`config.mk`:
```
export PLATFORM = sky130hd
export DESIGN_NAME = adc_stream_framer
export DESIGN_NICKNAME = d
export VERILOG_FILES = /design/src/rtl/adc_stream_framer.sv
export SDC_FILE = /design/constraint.sdc
export NUM_CORES = 1
export LEC_CHECK = 0
export CAP_MARGIN = 20
export CORE_MARGIN = 2
export CORE_UTILIZATION = 25
export CTS_CLUSTER_SIZE = 14
export DETAILED_ROUTE_END_ITERATION = 12
export DONT_BUFFER_PORTS = 1
export PLACE_DENSITY = 0.46
export SETUP_SLACK_MARGIN = 0.4
export SYNTH_ARGS = -nofsm -noshare
export SYNTH_HDL_FRONTEND = slang
export SYNTH_SLANG_ARGS = --single-unit
```
`constraint.sdc`:
```
create_clock -name i_clk -period 4.4 [get_ports i_clk]
set_input_delay 0.44 -clock i_clk [delete_from_list [all_inputs] [get_ports i_clk]]
set_output_delay 0.44 -clock i_clk [all_outputs]
set_load 0.02 [all_outputs]
```
`src/rtl/adc_stream_framer.sv`:
```
// -----------------------------------------------------------------------------
// adc_stream_framer
//   Reads FRAME_LEN bytes from a first-word-fall-through ADC sample FIFO and
//   hands them to the UART TX wrapper as one framed packet:
//     SYNC_HI, SYNC_LO, LEN_HI, LEN_LO, payload[FRAME_LEN], CSUM
//   CSUM is the 8-bit (mod 256) sum of the payload bytes only. Every byte is
//   paced by the wrapper's transmitter-ready level. After each byte, TxReady is
//   ignored for HOLDOFF cycles so the wrapper's busy flag has time to rise.
//
// Ports
//   i_clk            system clock, rising edge
//   i_rst_n          asynchronous active-low reset
//   i_frame_start    1-cycle pulse, begin a frame (ignored while busy)
//   i_frame_abort    1-cycle pulse, end the current frame early (no CSUM)
//   i_fifo_dout[7:0] ADC FIFO head byte (FWFT)
//   i_fifo_empty     ADC FIFO empty
//   o_fifo_rd_en     ADC FIFO pop, asserted together with o_tx_valid
//   i_tx_ready       wrapper transmitter idle (level)
//   o_tx_data[7:0]   byte to wrapper, held between sends
//   o_tx_valid       1-cycle start pulse to wrapper
//   o_streaming_mode wrapper streaming-mode select, high for the whole frame
//   o_busy           high whenever the framer is not idle
//   o_frame_done     1-cycle pulse when a frame ends (normal or aborted)
// -----------------------------------------------------------------------------
module adc_stream_framer #(
  parameter int unsigned FRAME_LEN = 1024,
  parameter logic [15:0] SYNC_WORD = 16'hAA55,
  parameter int unsigned HOLDOFF   = 2
) (
  input  logic       i_clk,
  input  logic       i_rst_n,
  input  logic       i_frame_start,
  input  logic       i_frame_abort,
  input  logic [7:0] i_fifo_dout,
  input  logic       i_fifo_empty,
  output logic       o_fifo_rd_en,
  input  logic       i_tx_ready,
  output logic [7:0] o_tx_data,
  output logic       o_tx_valid,
  output logic       o_streaming_mode,
  output logic       o_busy,
  output logic       o_frame_done
);

  typedef enum logic [2:0] {
    S_IDLE, S_SYNC_H, S_SYNC_L, S_LEN_H, S_LEN_L, S_PAYLOAD, S_CSUM, S_DRAIN
  } state_t;

  localparam int          HO_W     = (HOLDOFF < 1) ? 1 : $clog2(HOLDOFF + 1);
  localparam logic [HO_W-1:0] HO_LOAD = HO_W'(HOLDOFF);
  localparam logic [15:0] LEN_WORD = 16'(FRAME_LEN);
  localparam logic [15:0] LAST_IDX = 16'(FRAME_LEN - 1);

  state_t          r_state;
  logic [HO_W-1:0] r_holdoff;
  logic [15:0]     r_count;
  logic [7:0]      r_csum;

  logic            w_sending_state;
  logic            w_send;
  logic [7:0]      w_byte;
  state_t          w_next;

  // Byte to send and the state that follows a successful send.
  always_comb begin
    // NOTE: every combinational output gets a default first so no path leaves
    // it unassigned, which would infer a latch.
    w_byte          = 8'h00;
    w_sending_state = 1'b1;
    w_next          = r_state;
    case (r_state)
      S_SYNC_H:  begin w_byte = SYNC_WORD[15:8]; w_next = S_SYNC_L;  end
      S_SYNC_L:  begin w_byte = SYNC_WORD[7:0];  w_next = S_LEN_H;   end
      S_LEN_H:   begin w_byte = LEN_WORD[15:8];  w_next = S_LEN_L;   end
      S_LEN_L:   begin w_byte = LEN_WORD[7:0];   w_next = S_PAYLOAD; end
      S_PAYLOAD: begin
        w_byte = i_fifo_dout;
        w_next = (r_count == LAST_IDX) ? S_CSUM : S_PAYLOAD;
      end
      S_CSUM:    begin w_byte = r_csum;          w_next = S_DRAIN;   end
      default:   w_sending_state = 1'b0;
    endcase
    // A payload byte also needs data in the FIFO; an empty FIFO simply stalls.
    w_send = w_sending_state && i_tx_ready && (r_holdoff == '0) &&
             !((r_state == S_PAYLOAD) && i_fifo_empty);
  end

  always_ff @(posedge i_clk or negedge i_rst_n) begin
    if (!i_rst_n) begin
      r_state          <= S_IDLE;
      r_holdoff        <= '0;
      r_count          <= '0;
      r_csum           <= '0;
      o_fifo_rd_en     <= 1'b0;
      o_tx_data        <= '0;
      o_tx_valid       <= 1'b0;
      o_streaming_mode <= 1'b0;
      o_busy           <= 1'b0;
      o_frame_done     <= 1'b0;
    end else begin
      // NOTE: state uses non-blocking assignments so every register updates
      // from the same pre-edge values regardless of statement order.
      o_tx_valid   <= 1'b0;
      o_fifo_rd_en <= 1'b0;
      o_frame_done <= 1'b0;

      // Holdoff reloads on every send; it is never zero the cycle after a
      // send, so o_tx_valid cannot be high two cycles running.
      if (w_send) r_holdoff <= HO_LOAD;
      else if (r_holdoff != '0) r_holdoff <= r_holdoff - 1'b1;

      if (w_send) begin
        o_tx_valid <= 1'b1;
        o_tx_data  <= w_byte;
      end

      if (w_send && (r_state == S_PAYLOAD)) begin
        o_fifo_rd_en <= 1'b1;
        r_csum       <= r_csum + i_fifo_dout;
        r_count      <= r_count + 1'b1;
      end

      case (r_state)
        S_IDLE: begin
          // Start beats a coincident abort; abort has no meaning while idle.
          if (i_frame_start) begin
            r_state          <= S_SYNC_H;
            o_streaming_mode <= 1'b1;
            o_busy           <= 1'b1;
            r_csum           <= '0;
            r_count          <= '0;
            r_holdoff        <= '0;
          end
        end
        S_DRAIN: begin
          // Holdoff zero plus ready means the wrapper has finished the last
          // byte, so streaming mode can drop without cutting it off.
          if ((r_holdoff == '0) && i_tx_ready) begin
            r_state          <= S_IDLE;
            o_streaming_mode <= 1'b0;
            o_busy           <= 1'b0;
            o_frame_done     <= 1'b1;
          end
        end
        default: begin
          // A byte sent in the abort cycle still goes out (handled above).
          if (i_frame_abort) r_state <= S_DRAIN;
          else if (w_send)   r_state <= w_next;
        end
      endcase
    end
  end

endmodule

```
==> metrics, run 1 <==
Post-CTS Setup Repair Bufs=0; WL per Instance=14.6 µm; share of layout cells above drive strength 1=~4.6%; clock skew=0.00213 ns; CP max FO=17; Hold Violations, Final=0; Worst-Skew Late Latency=0.29 ns; Top Usage Layer GRT=met2; clk sinks=41; max-cap violation count=0; Slew Limit Fails=0; Via Count=1,826; pre-CTS worst setup slack=1.99 ns; final setup TNS=0 ns; Mapped Cells=around 270; Filler Cells Inserted=978; crit path time final=around 2.4 ns; drt via density=a little under 5; Cell Area, Placed=around 2400 µm²; die height=~100 µm; initial antenna violation count=0; CTS Root Cell=clkbuf_8; cell type with the largest total area after synthesis=dfrtp_1; RSZ-0062 raised after global routing=no; Die Wd=between 100 and 150 µm; starting density of the core=25.8%; DRT antenna net count=0; critical path required time=4.54 ns; global routing usage on met3=about 2.8%; critical-path cell list=or4b_1 -> or2_2 -> inv_1 -> nand4_1 -> xor2_1 -> nor2_1; number of global-route vias before repair=1,742; met2 Resource Use GR=17.6%; register area share after synthesis=43.3%; Peak Freq=between 400 and 500 MHz; full die area=10,300 µm²; Core ar.=just over 9000 µm²; commonest non-fill, non-tap cell in the layout=dfrtp_1; IO Count=27; Pleak=1.13 nW; Critical Path End Type=flop; post-route cell area=between 2000 and 3000 µm²; Peak VDD IR=roughly 0.16 mV; # rows=35; critical path type=flop to flop; Seq cells post-synth=41; run status=completed; Mapped Nets=between 200 and 300; dpl hpwl=3890 µm; antenna cell count=0; number of remaining DRC errors=0; Syn Area/Cell=8.87 µm²; Detailed Routing Iterations Pass 1=4; most frequent cells in the layout=dfrtp_1, nand2_1, nor2_1; Worst path max stage delay=0.55 ns; grt total ovfl=0; first-pass GRT wire length=9140 µm; routability congestion estimate=0.765; mapped cell area=2370 µm²; worst-case clock buffer depth=2; IO buf count=0; met1 usage=~16%; Routed WL=~5500 µm; post-synth cell types=a little over 40; Setup crit start kind=flop; relative slew slack=35.9%; Total GRT Usage=between 10% and 20%; critical path arrival=around 2.5 ns; Clock transition at path regs=0.08 ns; post-route setup slack=2.03 ns; pwr dens=approximately 600 nW/µm²; Num CTS Buffers=5; area grow syn2layout=8.66%; initial DRC count=50; TritonCTS clock tree=built; largest net degree at the start of global routing=42; Yosys top cell area share=a little over two fifths; fin nets=285; Worst-Margin Slew=between 0.9 and 1 ns; setup violators final=0; Ys Warns=0; CP max-delay cell=or4b_1; Final Cycle Share=between 50% and 60%; Synth area leaders=dfrtp_1, nand2_1, a21oi_1; Hold Path Class=input port to flop; # H-tree levels=2
[cells in the mapped netlist (all sizes together)]
cell,count
nor3,8
xor2,4
nand3,10
a311oi,1
and2,2
and4,2
fa,1
nand4b,1
nand4,3
inv,4
or3,6
mux2i,3
a22oi,7
a211oi,4
xnor2,8
dfrtp,41
nand3b,2
buf,5
a22o,1
nor2,27
nor4,2
clkbuf,9
a211o,1
ha,8
nor3b,2
or4b,1
o211ai,3
nand2,37
nor2b,2
o21bai,1
and3,3
o21ai,20
nand2b,11
a21oi,21
nor4b,2
a21o,2
or2,2
[area by class of cell]
cell class              count  area (µm²)  area share, %
clock buffers               5        68.8           2.67
well taps                 111         139           5.40
clock inverters             2        35.0           1.36
repair buffers              2        37.5           1.46
flip-flops and latches     41        1030           39.9
multi-input cells         208        1250           48.7
inverters                   4        15.0          0.583
[registers in the layout, summed over array words and instances (netlist names)]
| signal | count |
|---|---|
| o_fifo_rd_en | 1 |
| r_csum | 8 |
| r_state | 3 |
| o_tx_data | 8 |
| o_tx_valid | 1 |
| r_count | 16 |
| o_frame_done | 1 |
| o_busy | 1 |
| r_holdoff | 2 |
[cells by family after synthesis]
group	Yosys count	synth area share, %
flops	41	43.3
simple gates	123	26.9
fa+ha+maj	9	5.07
buf+inv	18	3.80
xor+xnor	12	4.44
mux	3	1.27
compound gates	61	15.2
[where the power goes]
group / leakage, nW / total (W) / switching [W] / internal [W]
combinational: 0.543 / 0.000533 / 0.000295 / 0.000238
clock: 0.0540 / 0.000302 / 0.000137 / 0.000165
sequential: 0.533 / 0.000712 / 0.000206 / 0.000506
[metal layers]
| layer | up-vias | share of wire (%) |
|---|---|---|
| met5 | - | 0 |
| met4 | 0 | 0.70 |
| met3 | 5 | 3.6 |
| met2 | 21 | 46 |
| met1 | 870 | 50 |
| li1 | 930 | - |
[critical path: cells and delay by family (launching register included)]
family                 cells  cell delay, ns
AND/OR/NAND/NOR            4            1.22
buffers and inverters      1            0.43
flip-flops                 1            0.41
XOR/XNOR                   1            0.16
[final timing paths]
kind,from,endpoint,slack [ns],depth (start not counted)
setup / recovery,r_holdoff[1],r_count[12],2.03,6
hold / removal,i_fifo_dout[2],o_tx_data[2],0.35,2
setup reg to reg,r_holdoff[1],r_count[12],2.03,6
hold reg to reg,r_holdoff[0],r_holdoff[0],0.48,1
max in group asynchronous,i_rst_n,o_tx_data[3],3.56,2
min in group asynchronous,i_rst_n,r_count[7],0.65,2
[what timing repair did]
item | CTS | global route
resized for setup | 0 | 0
endpoints found under the hold margin | 41 | 0
hold buffers | 2 | 0
[through the flow]
| step | std cells | power (W) | util, % | hold WS [ns] |
|---|---|---|---|---|
| after CTS | 373 | 0.00157 | 28.0 | 0.342 |
| after detailed placement | 364 | 0.00125 | 26.4 | 0.146 |
| after global placement | 364 | 0.00124 | 26.4 | 0.146 |
| after global routing | 373 | 0.00169 | 28.0 | 0.371 |
| after floorplan | 267 | 0.00112 | - | 0.144 |
| final | 373 | 0.00155 | 28.0 | 0.350 |
Power figures use the tool's default switching activity.
==> inputs of run 2 (changes only) <==
==> constraint.sdc (replaced) <==
create_clock -name i_clk -period 2.4 [get_ports i_clk]
set_input_delay 0.24 -clock i_clk [delete_from_list [all_inputs] [get_ports i_clk]]
set_output_delay 0.24 -clock i_clk [all_outputs]
set_load 0.02 [all_outputs]
==> run 2 against run 1 <==
Sequential share of layout area is 2.3 points lower. Critical path depth decreased by 2. Non-clock buffer count is 16 higher. Setup slack worse by 1.6 ns. First-iteration DRC count down 8.0%.
==> metrics, run 2 (synthesized netlist as in run 1, its figures left out) <==
run status=completed; pre-CTS worst setup slack=0.257 ns; initial antenna violation count=0; Num CTS Buffers=5; Final Cycle Share=82.5%; max reg flops=16; setup violators final=0; first-pass GRT wire length=slightly below 10,000 µm; Setup crit start kind=flop; critical path type=flop to flop; pwr dens=1070 nW/µm²; Core ar.=9200 µm²; Hold Violations, Final=0; routability congestion estimate=0.778; Total GRT Usage=12.1%; P_sw=0.00124 W; grt total ovfl=0; critical path arrival=2.21 ns; post-route setup slack=approximately 0.42 ns; # rows=35; largest net degree at the start of global routing=42; crit path time final=1.98 ns; WL per Instance=roughly 15 µm; Detailed Routing Iterations Pass 1=4; final setup TNS=0 ns; antenna cell count=0; final core occ=29.8%; number of global-route vias before repair=1,890; IO buf count=0; overall power after layout=0.00292 W; Clock transition at path regs=0.09 ns; Worst-Margin Slew=0.427 ns; critical path required time=2.63 ns; drt via density=4.91; switch share=a little over two fifths; full die area=between 10,000 and 15,000 µm²; Peak Freq=505 MHz; dpl hpwl=4170 µm; Routed WL=5960 µm; Pleak=roughly 1.2 nW; CP max FO=5; clock group share of total power=between 10% and 20%; Logic pwr share=41.6%; clock skew=0.00775 ns; Peak VDD IR=0.290 mV; Slew Limit Fails=0; Critical Path End Type=flop; sequential power share=42.7%; starting density of the core=between 20% and 30%; # H-tree levels=2; relative slew slack=71.5%; DRT antenna net count=0; max-cap violation count=0; largest registers=r_count (16), o_tx_data (8), r_csum (8); Filler Cells Inserted=989; initial DRC count=46; Top reg by flops=r_count; Worst-Skew Late Latency=0.30 ns; TritonCTS clock tree=built; clk sinks=41; CTS Root Cell=clkbuf_8; worst-case clock buffer depth=2; number of remaining DRC errors=0; Hold Path Class=input port to flop; fin nets=302; RSZ-0062 raised after global routing=yes; share of layout cells above drive strength 1=15.4%; most frequent cells in the layout=dfrtp_1, nand2_1, nor2_1; die height=slightly above 100 µm; Via Count=approximately 1.9k; Die Wd=between 100 and 150 µm; Internal=0.00168 W; IO Count=27; area grow syn2layout=15.5%; commonest non-fill, non-tap cell in the layout=dfrtp_1
==> run 2: through the flow <==
stage                     hold slack, ns  instances  area, µm²
after floorplan                  -0.0556        267       2370
after CTS                          0.147        384       2640
after global routing               0.163        391       2740
final                              0.140        391       2740
after detailed placement         -0.0539        373       2500
after global placement           -0.0539        373       2500
==> run 2: layout make-up <==
type	instances	area, µm²	share of cell area, %
clock buffers	6	72.6	2.65
clock inverters	2	10.0	0.366
inverters	4	18.8	0.686
multi-input cells	209	1320	48.1
flip-flops and latches	41	1030	37.5
well taps	111	139	5.08
repair buffers	18	154	5.62
==> run 2: worst max-delay path: stages, from the launching register on <==
cell and delay (ns):
dfrtp_1 0.39, or4b_4 0.56, or3_4 0.44, or3_4 0.38
a21oi_2 0.13
==> run 2: path summary, 6_finish.rpt <==
kind | startpoint | to | slack [ns] | depth (start not counted)
setup reg to reg | r_holdoff[1] | r_count[9] | 0.42 | 4
setup / recovery | r_holdoff[1] | r_count[9] | 0.42 | 4
min in group asynchronous | i_rst_n | r_count[6] | 0.45 | 2
hold / removal | i_fifo_dout[2] | o_tx_data[2] | 0.14 | 2
max in group asynchronous | i_rst_n | r_csum[1] | 1.74 | 2
hold reg to reg | r_count[15] | r_count[15] | 0.55 | 2
==> run 2: per-layer routing <==
metal	vias up	track usage (%)	part of all wire, %	routed length (µm)
met2	28	20.4	48	2840
met4	0	2.81	0.39	23
li1	968	-	-	-
met3	3	2.76	3.3	195
met1	919	15.7	49	2910
met5	-	0	0	0
==> run 2: repair_timing <==
action | 4_1_cts | 5_1_grt
hold buffers | 2 | 0
endpoints found under the hold margin | 41 | 0
cloned | 0 | 1
setup buffers | 1 | 6
resized for setup | 6 | 14
setup endpoints to repair | 18 | 10
pin swaps | 1 | 7
==> run 2: power groups by stage <==
stage,Combinational [W],Sequential [W],Clock [W]
2_1_floorplan,0.000879,0.00117,0
3_3_place_gp,0.00107,0.00126,0
3_5_place_dp,0.00109,0.00126,0
4_1_cts,0.00115,0.00125,0.000468
5_1_grt,0.00139,0.00129,0.000503
6_report,0.00121,0.00125,0.000459
==> inputs of run 3 (changes only) <==
==> constraint.sdc (replaced) <==
create_clock -name i_clk -period 2 [get_ports i_clk]
set_input_delay 0.2 -clock i_clk [delete_from_list [all_inputs] [get_ports i_clk]]
set_output_delay 0.2 -clock i_clk [all_outputs]
set_load 0.02 [all_outputs]
==> run 3 against run 2 <==
Worst hold slack worse by 0.049 ns. Sequential power is 17% higher. Clock power is 23% higher. Combinational power is 56% higher. First-iteration DRC count is 4.3% higher. Cell area is 10% higher. Core utilization is 3.1 points higher. Flip-flop and latch count stayed put. Largest power group is now combinational cells.
==> metrics, run 3 (synthesized netlist as in run 1, its figures left out) <==
clk sinks=41; P_sw=0.00157 W; Detailed Routing Iterations Pass 1=4; post-route setup slack=0.160 ns; IO Count=27; switch share=40.1%; share of layout cells above drive strength 1=about a quarter; pwr dens=1300 nW/µm²; Final Cycle Share=between 90% and 100%; Die Wd=101 µm; Peak Freq=544 MHz; Top reg by flops=r_count; initial DRC count=48; number of remaining DRC errors=0; fin nets=321; critical-path cell list=or4b_4 -> or3_4 -> buf_6 -> buf_6 -> xor2_1 -> nor2_1; worst-case clock buffer depth=2; sequential power share=37.3%; Critical Path End Type=flop; Clock transition at path regs=0.08 ns; final setup TNS=0 ns; grt total ovfl=0; DRT antenna net count=0; # H-tree levels=2; hold path start=i_fifo_dout[2]; crit path time final=1.84 ns; Core ar.=9200 µm²; Via Count=1,995; number of global-route vias before repair=2,015; TritonCTS clock tree=built; first-pass GRT wire length=9860 µm; antenna cell count=0; Worst-Skew Late Latency=0.29 ns; run status=completed; critical path required time=2.18 ns; RSZ-0062 raised after global routing=yes; commonest non-fill, non-tap cell in the layout=dfrtp_1; Worst-Margin Slew=just under 0.4 ns; most used cell, CP=buf_6; die height=101 µm; Peak VDD IR=0.361 mV; CP max-delay cell=or4b_4; pre-CTS worst setup slack=-0.0136 ns; post-route cell area=3020 µm²; initial antenna violation count=0; Worst path max stage delay=around 0.52 ns; Critical path origin=r_holdoff[0]; WL per Instance=approximately 15 µm; Num CTS Buffers=5; clock skew=roughly 0.0059 ns; Internal=0.00235 W; IO buf count=0; Cell Area, Placed=approximately 2600 µm²; CP max FO=6; CTS Root Cell=clkbuf_8; dpl hpwl=4180 µm; Total GRT Usage=around 12%; starting density of the core=25.8%; largest registers=r_count (16), o_tx_data (8), r_csum (8); final core occ=32.9%; Setup crit start kind=flop; Hold Path Class=input port to flop; hold path cells=2; Worst R2R Path Depth=6; max-cap violation count=0; Routed WL=6080 µm; worst r2r src=r_holdoff[0]; max reg flops=16; largest net degree at the start of global routing=42; drt via density=around 5; critical path arrival=2.02 ns; critical path type=flop to flop; # rows=35; relative slew slack=74.1%; full die area=10,300 µm²; most frequent cells in the layout=dfrtp_1, nand2_1, buf_4; area grow syn2layout=27.6%; setup violators final=0; Hold Violations, Final=0; Filler Cells Inserted=965; clock group share of total power=14.4%; Logic pwr share=about half; routability congestion estimate=0.772; Pleak=1.35 nW; Slew Limit Fails=0
==> run 3: changes by cell type in the layout (fill, tap and decap cells not counted), moves of 2 or more <==
cell	before	now
buf_8	0	2
nand2_1	37	34
buf_4	15	28
ha_1	8	6
xnor2_2	0	2
o21ai_0	16	10
or3_1	3	5
nand2_2	0	3
nor3_1	7	5
or3_4	3	1
buf_6	1	5
xnor2_1	8	6
clkinv_2	2	0
o21ai_2	0	5
==> run 3: final timing paths <==
| check | endpoint | slack (ns) |
|---|---|---|
| max | r_count[3] | 0.16 |
| max in group asynchronous | o_tx_data[6] | 1.40 |
| max reg2reg | r_count[3] | 0.16 |
| min reg2reg | r_holdoff[0] | 0.53 |
| min in group asynchronous | r_count[4] | 0.41 |
| min | o_tx_data[2] | 0.09 |
==> run 3: cell type report <==
cell class              instances  area, µm²  share of cell area (%)
clock buffers                   7       86.3                    2.86
inverters                       4       22.5                   0.745
multi-input cells             208       1380                    45.7
flip-flops and latches         41       1030                    33.9
well taps                     111        139                    4.59
repair buffers                 38        367                    12.1
==> run 3: metrics by stage <==
stage	total power [W]	hold slack [ns]	std cells
floorplan	0.00254	-0.0956	267
global placement	0.00290	-0.0941	376
detailed placement	0.00293	-0.0942	376
CTS	0.00376	0.108	401
global route	0.00424	0.121	409
finish	0.00392	0.0905	409
==> run 3: worst max-delay path, delay by kind of cell (launching register included) <==
family | cells | cell delay [ns]
XOR/XNOR | 1 | 0.12
buffers and inverters | 2 | 0.26
flip-flops | 1 | 0.38
AND/OR/NAND/NOR | 3 | 0.96
==> run 3: power groups by stage <==
stage	Sequential (W)	Combinational [W]	Clock [W]
CTS	0.00145	0.00173	0.000584
global route	0.00150	0.00212	0.000626
finish	0.00146	0.00189	0.000566
detailed placement	0.00147	0.00146	0
global placement	0.00146	0.00144	0
floorplan	0.00141	0.00112	0
==> run 3: repair_timing <==
action / 4_1_cts / 5_1_grt
cloned: 2 / 0
hold buffers: 2 / 0
gates resized for setup: 20 / 24
pin swaps: 13 / 15
endpoints found under the setup margin: 33 / 36
hold endpoints to repair: 41 / 0
setup buffers: 14 / 8
==> run 3: per-layer routing <==
| metal | track usage [%] | vias up | share of wire, % |
|---|---|---|---|
| li1 | - | 1002 | - |
| met1 | 15.4 | 967 | 46 |
| met2 | 21.5 | 21 | 51 |
| met3 | 2.35 | 5 | 2.1 |
| met4 | 3.22 | 0 | 0.79 |
| met5 | 0 | - | 0 |
